--- config.mk ---
export PLATFORM = sky130hd
export DESIGN_NAME = dbus_uart_bridge
export DESIGN_NICKNAME = d
export VERILOG_FILES = /design/src/rtl/dbus_pkg.sv /design/src/rtl/dbus_sync_fifo.sv /design/src/rtl/dbus_uart_bridge.sv
export SDC_FILE = /design/constraint.sdc
export NUM_CORES = 1
export LEC_CHECK = 0
export ABC_AREA = 1
export CORE_MARGIN = 8
export CORE_UTILIZATION = 30
export CTS_BUF_LIST = sky130_fd_sc_hd__clkbuf_4 sky130_fd_sc_hd__clkbuf_8
export DETAILED_ROUTE_END_ITERATION = 10
export PLACE_DENSITY_LB_ADDON = 0.3
export SETUP_SLACK_MARGIN = 0.1
export SLEW_MARGIN = 20
export SYNTH_ARGS = -nofsm -noshare
export SYNTH_HDL_FRONTEND = slang
export SYNTH_SLANG_ARGS = --single-unit
--- constraint.sdc ---
create_clock -name i_clock -period 7.6 [get_ports i_clock]
set_input_delay 0.76 -clock i_clock [delete_from_list [all_inputs] [get_ports i_clock]]
set_output_delay 0.76 -clock i_clock [all_outputs]
set_load 0.02 [all_outputs]
--- src/rtl/dbus_pkg.sv ---
// dbus_pkg: shared byte width and FSM state types for the D-bus/UART bridge.
package dbus_pkg;
    localparam int c_BYTE_W = 8;
    typedef enum logic [1:0] {T_IDLE, T_REQ, T_XFER} tx_state_t;
    typedef enum logic [1:0] {R_IDLE, R_W1, R_W2} rx_state_t;
endpackage

--- src/rtl/dbus_sync_fifo.sv ---
// dbus_sync_fifo: single-clock FIFO with flush; occupancy from natural pointer wrap.
module dbus_sync_fifo #(
    parameter int DEPTH = 16,
    parameter int WIDTH = 8,
    localparam int AW = $clog2(DEPTH)
) (
    input  logic             i_clock,
    input  logic             i_reset,
    input  logic             i_flush,
    input  logic             i_push,
    input  logic             i_pop,
    input  logic [WIDTH-1:0] i_data,
    output logic [WIDTH-1:0] o_data,
    output logic             o_full,
    output logic             o_empty,
    output logic [AW:0]      o_level
);
    logic [WIDTH-1:0] r_mem [DEPTH];
    logic [AW:0]      r_wr_ptr, r_rd_ptr;
    logic             w_wr, w_rd;

    assign o_level = r_wr_ptr - r_rd_ptr;
    assign o_full  = o_level == DEPTH[AW:0];
    assign o_empty = o_level == '0;
    assign o_data  = r_mem[r_rd_ptr[AW-1:0]];
    assign w_wr    = i_push & ~o_full;
    assign w_rd    = i_pop & ~o_empty;

    always_ff @(posedge i_clock) begin
        if (w_wr) r_mem[r_wr_ptr[AW-1:0]] <= i_data;
        if (i_reset || i_flush) begin
            r_wr_ptr <= '0;
            r_rd_ptr <= '0;
        end else begin
            r_wr_ptr <= r_wr_ptr + {{AW{1'b0}}, w_wr};
            r_rd_ptr <= r_rd_ptr + {{AW{1'b0}}, w_rd};
        end
    end
endmodule

--- src/rtl/dbus_uart_bridge.sv ---
// dbus_uart_bridge: buffers bytes between UART and D-bus transceiver in both directions.
// Define DBUS_TIMEOUT_FLUSH_EN to let i_dbus_reset flush both FIFOs and idle both FSMs.
module dbus_uart_bridge
    import dbus_pkg::*;
#(
    parameter int c_DEPTH = 16,
    localparam int c_AW = $clog2(c_DEPTH)
) (
    input  logic                i_clock,
    input  logic                i_reset,
    input  logic [c_BYTE_W-1:0] i_uart_rx_data,
    input  logic                i_uart_rx_valid,
    output logic [c_BYTE_W-1:0] o_uart_tx_data,
    output logic                o_uart_tx_start,
    input  logic                i_uart_tx_busy,
    output logic [c_BYTE_W-1:0] o_dbus_data,
    output logic                o_dbus_enable,
    output logic                o_dbus_read,
    input  logic [c_BYTE_W-1:0] i_dbus_data,
    input  logic                i_dbus_busy,
    input  logic                i_dbus_avail,
    input  logic                i_dbus_receiving,
    input  logic                i_dbus_reset,
    output logic                o_tx_overflow,
    output logic [c_AW:0]       o_tx_level,
    output logic [c_AW:0]       o_rx_level
);
    tx_state_t           r_tx_state;
    rx_state_t           r_rx_state;
    logic [c_BYTE_W-1:0] w_tx_head, w_rx_head;
    logic                w_tx_full, w_tx_empty, w_rx_full, w_rx_empty;
    logic                w_tx_push, w_tx_pop, w_rx_push, w_rx_pop, w_flush;

`ifdef DBUS_TIMEOUT_FLUSH_EN
    assign w_flush = i_dbus_reset;
`else
    assign w_flush = 1'b0 & i_dbus_reset;
`endif

    assign w_tx_push = i_uart_rx_valid & ~w_tx_full;
    assign w_tx_pop  = (r_tx_state == T_REQ) & i_dbus_busy & ~i_dbus_receiving & ~w_flush;
    assign w_rx_push = (r_rx_state == R_IDLE) & i_dbus_avail & ~w_rx_full & ~w_flush;
    // Holdoff after a start covers the UART transmitter's busy latency.
    assign w_rx_pop  = ~w_rx_empty & ~i_uart_tx_busy & ~o_uart_tx_start & ~w_flush;

    dbus_sync_fifo #(.DEPTH(c_DEPTH), .WIDTH(c_BYTE_W)) u_tx_fifo (
        .i_clock(i_clock), .i_reset(i_reset), .i_flush(w_flush),
        .i_push(w_tx_push), .i_pop(w_tx_pop), .i_data(i_uart_rx_data), .o_data(w_tx_head),
        .o_full(w_tx_full), .o_empty(w_tx_empty), .o_level(o_tx_level)
    );

    dbus_sync_fifo #(.DEPTH(c_DEPTH), .WIDTH(c_BYTE_W)) u_rx_fifo (
        .i_clock(i_clock), .i_reset(i_reset), .i_flush(w_flush),
        .i_push(w_rx_push), .i_pop(w_rx_pop), .i_data(i_dbus_data), .o_data(w_rx_head),
        .o_full(w_rx_full), .o_empty(w_rx_empty), .o_level(o_rx_level)
    );

    always_ff @(posedge i_clock) begin
        if (i_reset) begin
            r_tx_state    <= T_IDLE;
            o_dbus_data   <= '0;
            o_dbus_enable <= 1'b0;
        end else if (w_flush) begin
            r_tx_state    <= T_IDLE;
            o_dbus_enable <= 1'b0;
        end else begin
            case (r_tx_state)
                T_IDLE: if (!w_tx_empty && !i_dbus_busy) begin
                    o_dbus_data   <= w_tx_head;
                    o_dbus_enable <= 1'b1;
                    r_tx_state    <= T_REQ;
                end
                T_REQ: if (i_dbus_busy) begin
                    o_dbus_enable <= 1'b0;
                    r_tx_state    <= i_dbus_receiving ? T_IDLE : T_XFER;
                end
                T_XFER: if (!i_dbus_busy) r_tx_state <= T_IDLE;
                default: r_tx_state <= T_IDLE;
            endcase
        end
    end

    // Wait states let the transceiver clear avail before it is looked at again.
    always_ff @(posedge i_clock) begin
        if (i_reset || w_flush) begin
            r_rx_state  <= R_IDLE;
            o_dbus_read <= 1'b0;
        end else begin
            o_dbus_read <= w_rx_push;
            case (r_rx_state)
                R_IDLE:  r_rx_state <= w_rx_push ? R_W1 : R_IDLE;
                R_W1:    r_rx_state <= R_W2;
                default: r_rx_state <= R_IDLE;
            endcase
        end
    end

    always_ff @(posedge i_clock) begin
        if (i_reset) begin
            o_uart_tx_data  <= '0;
            o_uart_tx_start <= 1'b0;
            o_tx_overflow   <= 1'b0;
        end else begin
            o_uart_tx_start <= w_rx_pop;
            if (w_rx_pop) o_uart_tx_data <= w_rx_head;
            if (i_uart_rx_valid && w_tx_full) o_tx_overflow <= 1'b1;
        end
    end
endmodule

Word level (Yosys, flattened, before mapping)

Memories as Yosys holds them, arrays and structs flattened. A register that Yosys moved wholly into a read port is not among the register bits.
Index checks and enable logic that the tools add are counted.

Bitwise gates (word level): 18
Equality and inequality tests: 8
Mux-type cells: 14
Reduce and logical (&&, ||, !) cells: 12
Add/subtract/negate cells: 6

Operator list:

| kind                                                 | number |
|---|---|
| adder 5 x 1 -> 5 bit                                 | 4 |
| AND 1 bit                                            | 11 |
| equality test 5 bit (second input constant)          | 2 |
| zero test 5 bit                                      | 2 |
| subtractor 5 bit                                     | 2 |
| two-way mux 2 bit                                    | 4 |
| two-way mux 1 bit                                    | 7 |
| inverter 1 bit                                       | 7 |
| != test 2 bit (second input constant)                | 3 |
| one-hot mux 2 bit (3 select lines)                   | 1 |
| AND reduction 3 bit                                  | 2 |
| equality test 2 x 1 -> 1 bit (second input constant) | 2 |
| zero test 2 bit                                      | 2 |
| one-hot mux 2 bit (2 select lines)                   | 1 |
| equality test 2 bit (second input constant)          | 1 |
| logical AND 1 bit                                    | 2 |
| zero test 1 bit                                      | 2 |
| one-hot mux 1 bit (2 select lines)                   | 1 |
| AND reduction 2 bit                                  | 1 |
| nonzero test 2 bit                                   | 1 |

Bits in registers: 28
RAM bits: 256
Output and inout port bits: 30
Memories: 2

Memory list:

| name            | depth | bits a word | read ports | clocked after Yosys merged registers in | wr ports | line                 | source |
|---|---|---|---|---|---|---|---|
| u_rx_fifo.r_mem | 16    | 8           | 1          | 1                                       | 1        | dbus_sync_fifo.sv:18 | `logic [WIDTH-1:0] r_mem [DEPTH];` |
| u_tx_fifo.r_mem | 16    | 8           | 1          | 1                                       | 1        | dbus_sync_fifo.sv:18 |  |

Logic depth before layout (Yosys ltp)

Depth after elaboration: 7
Gate-level depth with buffers: 17
Gate-level depth less buffers: 15

Cells and area by module

Synthesis repeated with hierarchy kept, for this count alone.

Cell total of the unflattened synthesis: 1185
Area, all modules: 12824.8 sq um

Modules (own cells, without submodules):

| module                      | instances | area an instance (sq um) | sequential area each (sq um) | cells each |
|---|---|---|---|---|
| dbus_sync_fifo at u_rx_fifo | 1         | 5926.9                   | 4043.9                       | 537 |
| dbus_sync_fifo at u_tx_fifo | 1         | 5883.1                   | 4043.9                       | 523 |
| dbus_uart_bridge            | 1         | 1014.7                   | 480.5                        | 125 |

Worst setup path after synthesis

Ideal clock, no wire load.

Kind: register to register
Start point: register u_tx_fifo.r_rd_ptr[1]
End point: memory u_tx_fifo.r_mem[10][0], enable pin
Period minus slack after synthesis: 2837 ps
Stages on the path, launching flop included: 12
Required time: 7230 ps
Arrival time: 2467 ps
Slack: 4763 ps
Path through: dfxtp_1 clkbuf_2 inv_2 buf_2 fa_1 xor2_1 nor2_1 nand2_1 nor2_1 nor2_4 nand3_1 nor2_1

Cells in the longest elaborated chain, start to end: 7

Ends and longest elaborated chain:

| what                                        | line                                         | source |
|---|---|---|
| start: declaration                          | dbus_sync_fifo.sv:19                         | `logic [AW:0] r_wr_ptr, r_rd_ptr;` |
| start signal: assignment                    | dbus_sync_fifo.sv:36                         | `r_rd_ptr <= r_rd_ptr + {{AW{1'b0}}, w_rd};` |
| subtractor 5 bit (*)                        | dbus_sync_fifo.sv:22                         | `assign o_level = r_wr_ptr - r_rd_ptr;` |
| via o_tx_level[2]                           | dbus_uart_bridge.sv:25                       | `output logic [c_AW:0] o_tx_level,` |
| equality test 5 bit (*)                     | dbus_sync_fifo.sv:23                         | `assign o_full = o_level == DEPTH[AW:0];` |
| inverter 1 bit (*)                          | dbus_sync_fifo.sv:26, dbus_uart_bridge.sv:40 |  |
| AND 1 bit                                   | dbus_uart_bridge.sv:40                       | `assign w_tx_push = i_uart_rx_valid & ~w_tx_full;` |
| AND 1 bit (*)                               | dbus_sync_fifo.sv:26                         | `assign w_wr = i_push & ~o_full;` |
| two-way mux 1 bit (*)                       | dbus_sync_fifo.sv:30                         | `if (w_wr) r_mem[r_wr_ptr[AW-1:0]] <= i_data;` |
| two-way mux 1 bit (not written as such) (*) | dbus_sync_fifo.sv:30                         |  |
| end: declaration                            | dbus_sync_fifo.sv:18                         |  |

Mark *: on every way through the listed nets, which the timed path passes. The rest lies on a longest branch.

Worst setup path in the final report

Start point: register u_rx_fifo.r_rd_ptr[2]
End point: output port o_rx_level[3]

Cells in the longest elaborated chain, start to end: 1

Ends and longest elaborated chain:

| what                     | line                   | source |
|---|---|---|
| start: declaration       | dbus_sync_fifo.sv:19   |  |
| start signal: assignment | dbus_sync_fifo.sv:36   |  |
| subtractor 5 bit         | dbus_sync_fifo.sv:22   |  |
| end: declaration         | dbus_uart_bridge.sv:26 | `output logic [c_AW:0] o_rx_level` |

No other way between the ends.

==> reports/results.txt <==
status -> finished, final reports clean
area occupied by multi-input gates -> 0.00336 mm^2
CTS tree -> built
P&R area growth vs syn -> 15.8%
Worst setup SP type -> flip-flop
Fillers -> 4107
asr flop ratio synth -> 0%
post-synthesis cell count -> 1147
Clock Pin Slew Worst Setup and Hold Paths -> 0.06 ns
core area -> 0.0409 mm^2
clock buffer count from CTS -> 49
WL/cell -> 16.3 um
CP most frequent cell -> nand2_1
worst skew pair latency -> 0.58 ns
Final ANT Viol Nets -> 0
dpl cell area -> 0.0135 mm^2
CP Cell Sequence -> clkinv_1 > ha_1 > a21oi_1 > nand2_1 > nand2_1 > nand2_1 > inv_1 > clkdlybuf4s50_1
Synth Cell Area -> 0.0125 mm^2
# Post-CTS Setup Buffers -> 0
Top FF cell, synth -> edfxtp_1
Detail Placement HPWL -> 17500 um
Inserted Diodes -> 0
worst-path fanout max -> 13
total number of vias -> 8074
routability cong. -> 0.755
Post-Syn Nets -> 1189
CTS H-tree lvls -> 2
final core occ -> 35.3%
Syn Area/Cell -> 10.9 um^2
clk root buf -> clkbuf_8
Max-slew headroom -> 41.1%
f_max -> 241 MHz
final instance area -> 0.0144 mm^2
commonest non-fill, non-tap cell in the layout -> nor2_1
Max-Cap Viols -> 0
Crit path required time -> 6.84 ns
Via density -> 4.54
number of synthesized flops with an enable pin -> 256
Max stage delay on crit path -> 0.69 ns
# rows -> 74
first-pass GRT wire length -> 45000 um
Boundary Pins -> 54
final setup violation count -> 0
synthesized flop and latch total -> 300
CP max-delay cell -> dfxtp_1
worst clock skew -> 0.0222 ns
vias in the first global route -> 7966
DRT Wirelength -> 28900 um
Tmin final -> 4.15 ns
Final Max Tran Viols -> 0
Max VDD drop -> 0.112 mV
largest net degree at the start of global routing -> 68
Residual DRC -> 0
Pleak -> 5.12 nW
Die Y -> 220 um
Die X -> 220 um
sum of negative setup slack -> 0 ns
initial core utilization -> 30.5%
period utilization -> 54.6%
RSZ-0062 raised after global routing -> no
total global routing overflow -> 0
register area -> 0.00857 mm^2
initial antenna violation count -> 0
Sinks on Clock Net -> 300
Clock Path Buffers -> 3
register area share after synthesis -> 68.6%
Synth cell types -> 32
min-delay worst type -> reg -> reg
Synth warnings -> 0
CP arrival -> 3.39 ns
# hold bufs at CTS -> 0
Slew @ Worst Pin -> 0.880 ns
initial DRC count -> 522
share of cells above drive strength 1 -> 7.71%
port buffer count -> 52
most frequent cells in the layout -> 290 x nor2_1, 256 x edfxtp_1, 145 x nand2_1, 137 x o21ai_0, 70 x inv_1
DRT Pass-1 Iters -> 5
Fin. Hold Viols -> 0
fin nets -> 1248
GRT Overall Usage -> 12.0%
power density over the cells -> 282 mW/mm^2
post-CTS sizing -> 0
Setup crit end kind -> output port
full die area -> 0.0484 mm^2
kind of critical path -> reg -> out
==> critical path, delay by kind of cell, from the launching register on <==
kind                     cells  cell delay, ns
flip-flops                   1            0.69
AO/OA/AOI/OAI                1            0.19
AND/OR/NAND/NOR              3            0.20
adder cells (fa/ha/maj)      1            0.49
buffers and inverters        3            1.24
==> registers in the layout (all words and copies together), names as in the netlist <==
signal	count
u_tx_fifo.r_mem	128
u_rx_fifo.r_wr_ptr	5
r_tx_state	2
o_dbus_enable	1
u_tx_fifo.r_wr_ptr	5
o_uart_tx_data	8
u_rx_fifo.r_mem	128
o_uart_tx_start	1
u_tx_fifo.r_rd_ptr	5
o_dbus_read	1
o_tx_overflow	1
r_rx_state	2
o_dbus_data	8
u_rx_fifo.r_rd_ptr	5
==> path summary, 6_finish.rpt <==
check / startpoint / cells past startpoint / slack (ns) / end
max: u_rx_fifo.r_rd_ptr[2] / 8 / 3.45 / o_rx_level[3]
min: r_rx_state[1] / 1 / 0.42 / r_rx_state[1]
max reg2reg: u_tx_fifo.r_rd_ptr[2] / 11 / 3.88 / u_tx_fifo.r_mem[7][5]
min reg2reg: r_rx_state[1] / 1 / 0.42 / r_rx_state[1]
==> metrics by stage <==
| step | setup slack (ns) | cells | hold WS, ns | power (W) |
|---|---|---|---|---|
| after global placement | 3.87 | 1687 | 0.400 | 0.00273 |
| after CTS | 3.26 | 1777 | 0.418 | 0.00413 |
| after floorplan | 4.76 | 1147 | 0.391 | 0.00245 |
| final | 3.45 | 1777 | 0.417 | 0.00408 |
| after global routing | 3.05 | 1777 | 0.445 | 0.00429 |
| after detailed placement | 3.83 | 1687 | 0.409 | 0.00273 |
==> cell type report <==
cell class / count / area share, %
multi-input cells: 718 / 23.2
well taps: 532 / 4.61
flip-flops and latches: 300 / 59.3
inverters: 78 / 2.03
clock inverters: 16 / 0.494
clock buffers: 74 / 6.36
repair buffers: 59 / 3.97
==> power breakdown <==
part           internal [W]  switching (W)  leakage [nW]  total, W
Combinational      0.000269       0.000516          1.93  0.000786
Clock              0.000769       0.000623         0.522   0.00139
Sequential          0.00187      0.0000332          2.67   0.00190
Total               0.00291        0.00117          5.12   0.00408
==> cell families (layout without fill, tap and decap cells) <==
kind of cell    Yosys count  in the layout  share of synthesized area [%]
compound gates          214            214                           9.34
xor+xnor                  9              9                          0.631
fa+ha+maj                18             18                           1.92
buf+inv                 129            227                           4.46
flops                   300            300                           68.6
simple gates            477            477                           15.0
==> cell usage after synthesis, types with 2 or more instances <==
library cell	number	area [um^2]
nor2_1	290	1090
edfxtp_1	256	7690
nand2_1	145	544
o21ai_0	137	686
inv_1	70	263
dfxtp_1	44	881
o211ai_1	32	240
nand3_1	31	155
o21ai_1	29	145
clkbuf_1	19	71.3
ha_1	16	200
a21oi_1	14	70.1
buf_2	12	60.1
buf_4	8	60.1
clkinv_1	6	22.5
buf_1	5	18.8
xnor2_1	5	43.8
clkbuf_2	4	20.0
xor2_1	4	35.0
buf_6	3	33.8
nand3b_1	3	22.5
fa_1	2	40.0
inv_2	2	7.51
nand2_2	2	12.5
==> per-layer routing <==
layer | routed length [um] | vias up | global-route usage (%)
met5 | 0 | - | 0
met4 | 663 | 0 | 4.31
met3 | 1370 | 50 | 2.19
met2 | 13900 | 173 | 20.0
met1 | 13000 | 3804 | 15.4
li1 | - | 4047 | -
Note: power is estimated with default switching activity, not from simulation.
